===== src/rtl/adc_if_pkg.sv =====
// Shared constants, types and register-file defaults for the ADC serial responder.
// Frame layout (MSB first): [31:20] header, [19:16] register address, [15:0] data.
package adc_if_pkg;

  localparam int FRAME_BITS = 32;
  localparam int HDR_LSB    = 20;
  localparam int ADDR_MSB   = 19;
  localparam int ADDR_LSB   = 16;
  localparam int DATA_MSB   = 15;
  localparam int DATA_LSB   = 0;

  localparam logic [11:0] HEADER = 12'h001;

  typedef logic [3:0]            reg_addr_t;
  typedef logic [15:0]           reg_data_t;
  typedef logic [5:0]            bit_cnt_t;
  typedef logic [FRAME_BITS-1:0] frame_t;

  localparam reg_addr_t REG_CONFIG   = 4'h1;
  localparam reg_addr_t REG_I_OFFSET = 4'h2;
  localparam reg_addr_t REG_I_FSR    = 4'h3;
  localparam reg_addr_t REG_Q_OFFSET = 4'hA;
  localparam reg_addr_t REG_Q_FSR    = 4'hB;

  localparam reg_data_t DEF_CONFIG   = 16'hB2FF;
  localparam reg_data_t DEF_I_OFFSET = 16'h007F;
  localparam reg_data_t DEF_I_FSR    = 16'h807F;
  localparam reg_data_t DEF_Q_OFFSET = 16'h007F;
  localparam reg_data_t DEF_Q_FSR    = 16'h807F;

  typedef enum logic [1:0] {
    IDLE       = 2'd0,
    SHIFT      = 2'd1,
    WAIT_DESEL = 2'd2
  } frame_state_e;

  typedef enum logic [1:0] {
    C_IDLE = 2'd0,
    C_WAIT = 2'd1,
    C_RUN  = 2'd2
  } cal_state_e;

  function automatic reg_data_t reg_default(input reg_addr_t addr);
    reg_data_t value;
    unique case (addr)
      REG_CONFIG:   value = DEF_CONFIG;
      REG_I_OFFSET: value = DEF_I_OFFSET;
      REG_I_FSR:    value = DEF_I_FSR;
      REG_Q_OFFSET: value = DEF_Q_OFFSET;
      REG_Q_FSR:    value = DEF_Q_FSR;
      default:      value = '0;
    endcase
    return value;
  endfunction

endpackage


===== src/rtl/adc_serial_responder_sync_edge.sv =====
// Two-flop synchronizer with a third stage for edge detection.
// Edge flags are registered so level, rise and fall all change on the same edge.
module sync_edge (
  input  logic clk,
  input  logic rst,
  input  logic d,
  output logic level,
  output logic rise,
  output logic fall
);

  logic [2:0] sync_q, sync_d;
  logic       rise_q, rise_d;
  logic       fall_q, fall_d;

  always_comb begin
    sync_d = {sync_q[1:0], d};
    rise_d = sync_q[1] & ~sync_q[2];
    fall_d = ~sync_q[1] & sync_q[2];
  end

  // NOTE: sequential state uses non-blocking assignments so every flop samples
  // the pre-edge values; blocking here would collapse the synchronizer chain.
  always_ff @(posedge clk) begin
    if (rst) begin
      sync_q <= '0;
      rise_q <= 1'b0;
      fall_q <= 1'b0;
    end else begin
      sync_q <= sync_d;
      rise_q <= rise_d;
      fall_q <= fall_d;
    end
  end

  assign level = sync_q[2];
  assign rise  = rise_q;
  assign fall  = fall_q;

endmodule


===== src/rtl/adc_serial_responder.sv =====
// ADC-side stand-in: decodes 32-bit serial write frames into a 16x16 register
// file and runs the calibration handshake with power-down abort.
module adc_serial_responder
  import adc_if_pkg::*;
#(
  parameter int unsigned CAL_DELAY        = 4,
  parameter int unsigned CAL_CYCLES       = 14,
  parameter bit          AUTO_CAL_ON_WAKE = 1'b1
) (
  input  logic        Clock,
  input  logic        Reset,
  input  logic        InSclk,
  input  logic        InSdata,
  input  logic        InSelect,
  input  logic        InPD,
  input  logic        InPDQ,
  input  logic        InCal,
  input  logic [3:0]  RdAddr,
  output logic [15:0] RdData,
  output logic        OutCalRunning,
  output logic        FrameDone,
  output logic        FrameError,
  output logic        PoweredDown
);

  localparam int N_SYNC  = 6;
  localparam int S_SCLK  = 0;
  localparam int S_SDATA = 1;
  localparam int S_SEL   = 2;
  localparam int S_PD    = 3;
  localparam int S_PDQ   = 4;
  localparam int S_CAL   = 5;

  localparam int unsigned CAL_MAX   = (CAL_DELAY > CAL_CYCLES) ? CAL_DELAY : CAL_CYCLES;
  localparam int          CAL_CNT_W = $clog2(CAL_MAX + 1);
  typedef logic [CAL_CNT_W-1:0] cal_cnt_t;

  // ---------------------------------------------------------------- input sync
  logic [N_SYNC-1:0] sync_raw, sync_lvl, sync_rise, sync_fall;

  assign sync_raw = {InCal, InPDQ, InPD, InSelect, InSdata, InSclk};

  for (genvar i = 0; i < N_SYNC; i++) begin : g_sync
    sync_edge u_sync (
      .clk   (Clock),
      .rst   (Reset),
      .d     (sync_raw[i]),
      .level (sync_lvl[i]),
      .rise  (sync_rise[i]),
      .fall  (sync_fall[i])
    );
  end

  logic unused_sync;
  assign unused_sync = ^{sync_lvl, sync_rise, sync_fall};

  logic sclk_rise, sdata_lvl, sel_fall, sel_rise, pd_lvl, pd_fall, pdq_lvl, cal_rise;
  assign sclk_rise = sync_rise[S_SCLK];
  assign sdata_lvl = sync_lvl[S_SDATA];
  assign sel_fall  = sync_fall[S_SEL];
  assign sel_rise  = sync_rise[S_SEL];
  assign pd_lvl    = sync_lvl[S_PD];
  assign pd_fall   = sync_fall[S_PD];
  assign pdq_lvl   = sync_lvl[S_PDQ];
  assign cal_rise  = sync_rise[S_CAL];

  // ---------------------------------------------------------------- state
  frame_state_e frame_state_q, frame_state_d;
  bit_cnt_t     bit_cnt_q, bit_cnt_d;
  frame_t       shift_q, shift_d;
  logic         wr_en_q, wr_en_d;
  reg_addr_t    wr_addr_q, wr_addr_d;
  reg_data_t    wr_data_q, wr_data_d;
  logic         frame_err_q, frame_err_d;
  cal_state_e   cal_state_q, cal_state_d;
  cal_cnt_t     cal_cnt_q, cal_cnt_d;
  logic         powered_down_q, powered_down_d;
  reg_data_t    regs_q [16];
  reg_data_t    regs_d [16];

  always_ff @(posedge Clock) begin
    if (Reset) begin
      frame_state_q  <= IDLE;
      bit_cnt_q      <= '0;
      shift_q        <= '0;
      wr_en_q        <= 1'b0;
      wr_addr_q      <= '0;
      wr_data_q      <= '0;
      frame_err_q    <= 1'b0;
      cal_state_q    <= C_IDLE;
      cal_cnt_q      <= '0;
      powered_down_q <= 1'b0;
    end else begin
      frame_state_q  <= frame_state_d;
      bit_cnt_q      <= bit_cnt_d;
      shift_q        <= shift_d;
      wr_en_q        <= wr_en_d;
      wr_addr_q      <= wr_addr_d;
      wr_data_q      <= wr_data_d;
      frame_err_q    <= frame_err_d;
      cal_state_q    <= cal_state_d;
      cal_cnt_q      <= cal_cnt_d;
      powered_down_q <= powered_down_d;
    end
  end

  // NOTE: the register file is reset explicitly because it must come up holding
  // the ADC defaults; it is small enough to live in flops rather than a RAM.
  always_ff @(posedge Clock) begin
    if (Reset) begin
      for (int i = 0; i < 16; i++) regs_q[i] <= reg_default(reg_addr_t'(i));
    end else begin
      regs_q <= regs_d;
    end
  end

  // Commit lags FrameDone's source by one edge so RdData updates after the pulse.
  always_comb begin
    regs_d = regs_q;
    if (wr_en_q) regs_d[wr_addr_q] = wr_data_q;
  end

  // ---------------------------------------------------------------- frame FSM
  // NOTE: every always_comb output gets a default first so no path leaves a
  // variable unassigned, which would otherwise infer a latch.
  always_comb begin
    frame_state_d = frame_state_q;
    bit_cnt_d     = bit_cnt_q;
    shift_d       = shift_q;
    wr_en_d       = 1'b0;
    wr_addr_d     = wr_addr_q;
    wr_data_d     = wr_data_q;
    frame_err_d   = 1'b0;

    unique case (frame_state_q)
      IDLE: begin
        if (sel_fall) begin
          frame_state_d = SHIFT;
          bit_cnt_d     = '0;
          shift_d       = '0;
        end
      end
      SHIFT: begin
        // A coincident Select rise sees the frame including this bit.
        if (sclk_rise) begin
          shift_d   = {shift_q[FRAME_BITS-2:0], sdata_lvl};
          bit_cnt_d = bit_cnt_q + bit_cnt_t'(1);
        end
        if (sel_rise) begin
          frame_state_d = IDLE;
          if (bit_cnt_d == bit_cnt_t'(FRAME_BITS) &&
              shift_d[FRAME_BITS-1:HDR_LSB] == HEADER) begin
            wr_en_d   = 1'b1;
            wr_addr_d = shift_d[ADDR_MSB:ADDR_LSB];
            wr_data_d = shift_d[DATA_MSB:DATA_LSB];
          end else begin
            frame_err_d = 1'b1;
          end
        end else if (bit_cnt_d == bit_cnt_t'(FRAME_BITS + 1)) begin
          frame_err_d   = 1'b1;
          frame_state_d = WAIT_DESEL;
        end
      end
      WAIT_DESEL: begin
        if (sel_rise) frame_state_d = IDLE;
      end
      default: frame_state_d = IDLE;
    endcase
  end

  // ---------------------------------------------------------------- cal FSM
  always_comb begin
    cal_state_d = cal_state_q;
    cal_cnt_d   = cal_cnt_q;

    unique case (cal_state_q)
      C_IDLE: begin
        if ((cal_rise && !pd_lvl) || (AUTO_CAL_ON_WAKE && pd_fall)) begin
          cal_state_d = C_WAIT;
          cal_cnt_d   = cal_cnt_t'(CAL_DELAY - 1);
        end
      end
      C_WAIT: begin
        if (pd_lvl) begin
          cal_state_d = C_IDLE;
        end else if (cal_cnt_q == '0) begin
          cal_state_d = C_RUN;
          cal_cnt_d   = cal_cnt_t'(CAL_CYCLES - 1);
        end else begin
          cal_cnt_d = cal_cnt_q - cal_cnt_t'(1);
        end
      end
      C_RUN: begin
        if (pd_lvl || cal_cnt_q == '0) begin
          cal_state_d = C_IDLE;
        end else begin
          cal_cnt_d = cal_cnt_q - cal_cnt_t'(1);
        end
      end
      default: cal_state_d = C_IDLE;
    endcase
  end

  assign powered_down_d = pd_lvl & pdq_lvl;

  // ---------------------------------------------------------------- outputs
  always_comb begin
    RdData        = regs_q[RdAddr];
    OutCalRunning = (cal_state_q == C_RUN);
    FrameDone     = wr_en_q;
    FrameError    = frame_err_q;
    PoweredDown   = powered_down_q;
  end

endmodule


===== config.mk =====
export PLATFORM = sky130hd
export DESIGN_NAME = adc_serial_responder
export DESIGN_NICKNAME = d
export VERILOG_FILES = /design/src/rtl/adc_if_pkg.sv /design/src/rtl/adc_serial_responder_sync_edge.sv /design/src/rtl/adc_serial_responder.sv
export SDC_FILE = /design/constraint.sdc
export NUM_CORES = 1
export LEC_CHECK = 0
export CAP_MARGIN = 0
export CELL_PAD_IN_SITES_DETAIL_PLACEMENT = 1
export CELL_PAD_IN_SITES_GLOBAL_PLACEMENT = 1
export CORE_MARGIN = 2
export CORE_UTILIZATION = 48
export DETAILED_ROUTE_END_ITERATION = 8
export MAX_ROUTING_LAYER = met4
export PLACE_DENSITY = 0.76
export SYNTH_ARGS = -nofsm -noshare
export SYNTH_HDL_FRONTEND = slang
export SYNTH_HIERARCHICAL = 1
export SYNTH_SLANG_ARGS = --single-unit

===== constraint.sdc =====
create_clock -name Clock -period 4.15 [get_ports Clock]
set_clock_uncertainty 0.2 [all_clocks]
set_input_delay 0.83 -clock Clock [delete_from_list [all_inputs] [get_ports Clock]]
set_output_delay 0.83 -clock Clock [all_outputs]
set_load 0.005 [all_outputs]

==> impl_metrics.ini <==
[clocking]
cts_tree = built
clkSlewWorstSetupHoldPaths_ps = 60
ctsResizeCount = 0
cts-htree-levels = 2
post-cts-setup-buffers = 0
clk_path_buf_depth = 3
cts_num_sinks = 348
cts_made_buffers = 37
post_cts_hold_buffer_count = 0
clock-root-buffer = sky130_fd_sc_hd__clkbuf_16
worstSkewPairLatency_ps = 530

[setup_path]
worstSetupPathType = in -> out
arrival_ps = 2790
critPathRequiredTime_ps = 3120
regToRegEndpoint = wr_data_q[11]$_SDFFE_PP0P_
rr_startpoint = g_sync[0].u_sync/rise$_SDFF_PP0_
endpoint_kind = primary output
cp-start-kind = primary input
r2r_setup_slack_ps = 1090
timing.critical_path.fanout_max = 17
worstRegToRegCells = 5

[sta]
max_slew_margin_pct = 22.6
tightest_slew_ps = 1150
finalSetupTns_ps = 0
achievable-frequency_mhz = 262
final_period_minus_worst_setup_slack_ps = 3820
final.period_utilization_pct = 92.0
setup_viol = 0
timing.final.hold_violations = 0
setup_repair_after_global_routing_missed_its_margin = no
final_critical_path_setup_slack_ps = 331
timing.final.max_slew_violations = 0

[routing]
vias = 12000
avgRoutedWirePerCell_um = 22.0
drtPass1Iterations = 5
detail_route.vias_per_cell = 5.93
drt_iter0_markers = 870
postRouteAntennaNets = 0
post-route-drc-count = 0
wl_mm = 44.3

[power_and_ir_drop]
sequentialPowerShare_pct = 44.7
switchingPower_mw = 1.61
vdd_drop_max_mv = 0.407
power_frac_clock_pct = 50.5
internal_power_mw = 5.96
powerDensity_nw_per_um2 = 459
leakage_power_nw = 5.85
power_switching_share_pct = 21.3
power.share.combinational_pct = 4.8

[global_route]
groute.usage.overall_pct = 29.7
antenna_found_initial = 0
grt_first_pass_wirelength_mm = 70.9
gr-total-overflow = 0
pin_count_of_the_biggest_net_entering_global_routing = 160
first_global_vias = 12100

[synthesis]
syn-cell-area_um2 = 14500
syn_nets = 1656
yosysWarningCount = 6
synthCells = 1639
synth_area_per_inst_um2 = 8.87

[layout]
areaGrowthSynthToFinish_pct = 13.5
num-nets-final = 1616
fill_cells = 3363
antenna-diode-count = 0
final_layout_size_suffix_gt1_share_pct = 12.5

[floorplanning]
floorplan.io_pins = 32
start_util_pct = 48.9
core-area_um2 = 29700
die_area_um2 = 31700
chipWidth_um = 178
rows = 63
die-height_um = 178

[place]
routabilityCongestion = 0.859
place.port_buffers = 31
dpl.hpwl_mm = 29.6
dpl_ws_ps = 325

[status]
status = finished clean

[hold_path]
timing.hold.worst.class = reg -> reg
holdPathStages = 1
hold_start = g_sync[5].u_sync/sync_q[2]$_SDFF_PP0_
holdPathEnd = g_sync[5].u_sync/rise$_SDFF_PP0_

[job]
maxCapViolCount = 0
==> area by class of cell <==
type	count	area [um^2]	share of cell area, %
timing repair buffer	58	599	3.63
clock buffer	54	1080	6.56
inverter	9	33.8	0.205
sequential	348	6970	42.2
clock inverter	14	332	2.01
tap	390	488	2.96
multi-input combinational	1145	7000	42.4
==> how the worst max path moves through the flow <==
stage / from / to / slack, ps / depth (start not counted)
6_report: RdAddr[1] / RdData[10] / 330 / 5
5_1_grt: RdAddr[1] / RdData[10] / 250 / 5
4_1_cts: RdAddr[1] / RdData[10] / 320 / 5
3_5_place_dp: RdAddr[0] / RdData[13] / 320 / 5
3_3_place_gp: RdAddr[0] / RdData[6] / 360 / 5
2_1_floorplan: RdAddr[1] / RdData[0] / 620 / 5
==> layout by cell type, fill, tap and decap left out, types with 23 or more instances in the layout <==
cell type                         count
sky130_fd_sc_hd__nor2b_1             24
sky130_fd_sc_hd__mux4_2              80
sky130_fd_sc_hd__clkdlybuf4s50_1     28
sky130_fd_sc_hd__clkbuf_16           39
sky130_fd_sc_hd__dfxtp_1            348
sky130_fd_sc_hd__nand3_1             48
sky130_fd_sc_hd__nand2_1            573
sky130_fd_sc_hd__a21oi_1            220
sky130_fd_sc_hd__nor2_1              38
sky130_fd_sc_hd__mux2i_1             23
==> critical path, cell delays in order <==
cell and delay, ps:
sky130_fd_sc_hd__buf_4 160, sky130_fd_sc_hd__buf_4 290, sky130_fd_sc_hd__mux4_2 570, sky130_fd_sc_hd__mux4_2 480, sky130_fd_sc_hd__clkdlybuf4s50_1 460
==> metal layers <==
layer / vias to the layer above / routed length [um] / track usage, %
li1: 5483 / - / -
met1: 6009 / 19600 / 41.4
met2: 417 / 20000 / 44.8
met3: 66 / 3800 / 5.86
met4: 0 / 910 / 6.83
met5: - / 0 / -
==> power groups by stage <==
stage          sequential, mW  combinational (mW)  clock [mW]
6_report                 3.38               0.362        3.83
5_1_grt                  3.38               0.401        4.02
4_1_cts                  3.38               0.368        3.88
3_5_place_dp             3.46               0.364           0
3_3_place_gp             3.45               0.353           0
2_1_floorplan            3.45               0.262           0
==> metrics by stage <==
step / hold WS [ps] / std cells / power (mW) / utilization [%] / instance area (um^2)
after floorplan: 171 / 1639 / 3.71 / - / 14500
after global placement: 185 / 1950 / 3.81 / 50.8 / 15100
after detailed placement: 190 / 1950 / 3.82 / 50.8 / 15100
after CTS: 198 / 2018 / 7.62 / 55.5 / 16500
after global routing: 203 / 2018 / 7.80 / 55.5 / 16500
final: 194 / 2018 / 7.57 / 55.5 / 16500
==> registers in the layout, summed over array words and instances, names as in the netlist <==
register,count
wr_addr_q,4
g_sync.u_sync/rise,3
shift_q,32
g_sync.u_sync/fall,2
frame_state_q,2
wr_data_q,16
cal_state_q,2
g_sync.u_sync/sync_q,18
bit_cnt_q,6
regs_q,256
PoweredDown,1
FrameDone,1
FrameError,1
cal_cnt_q,4
Power figures use the tool's default switching activity.
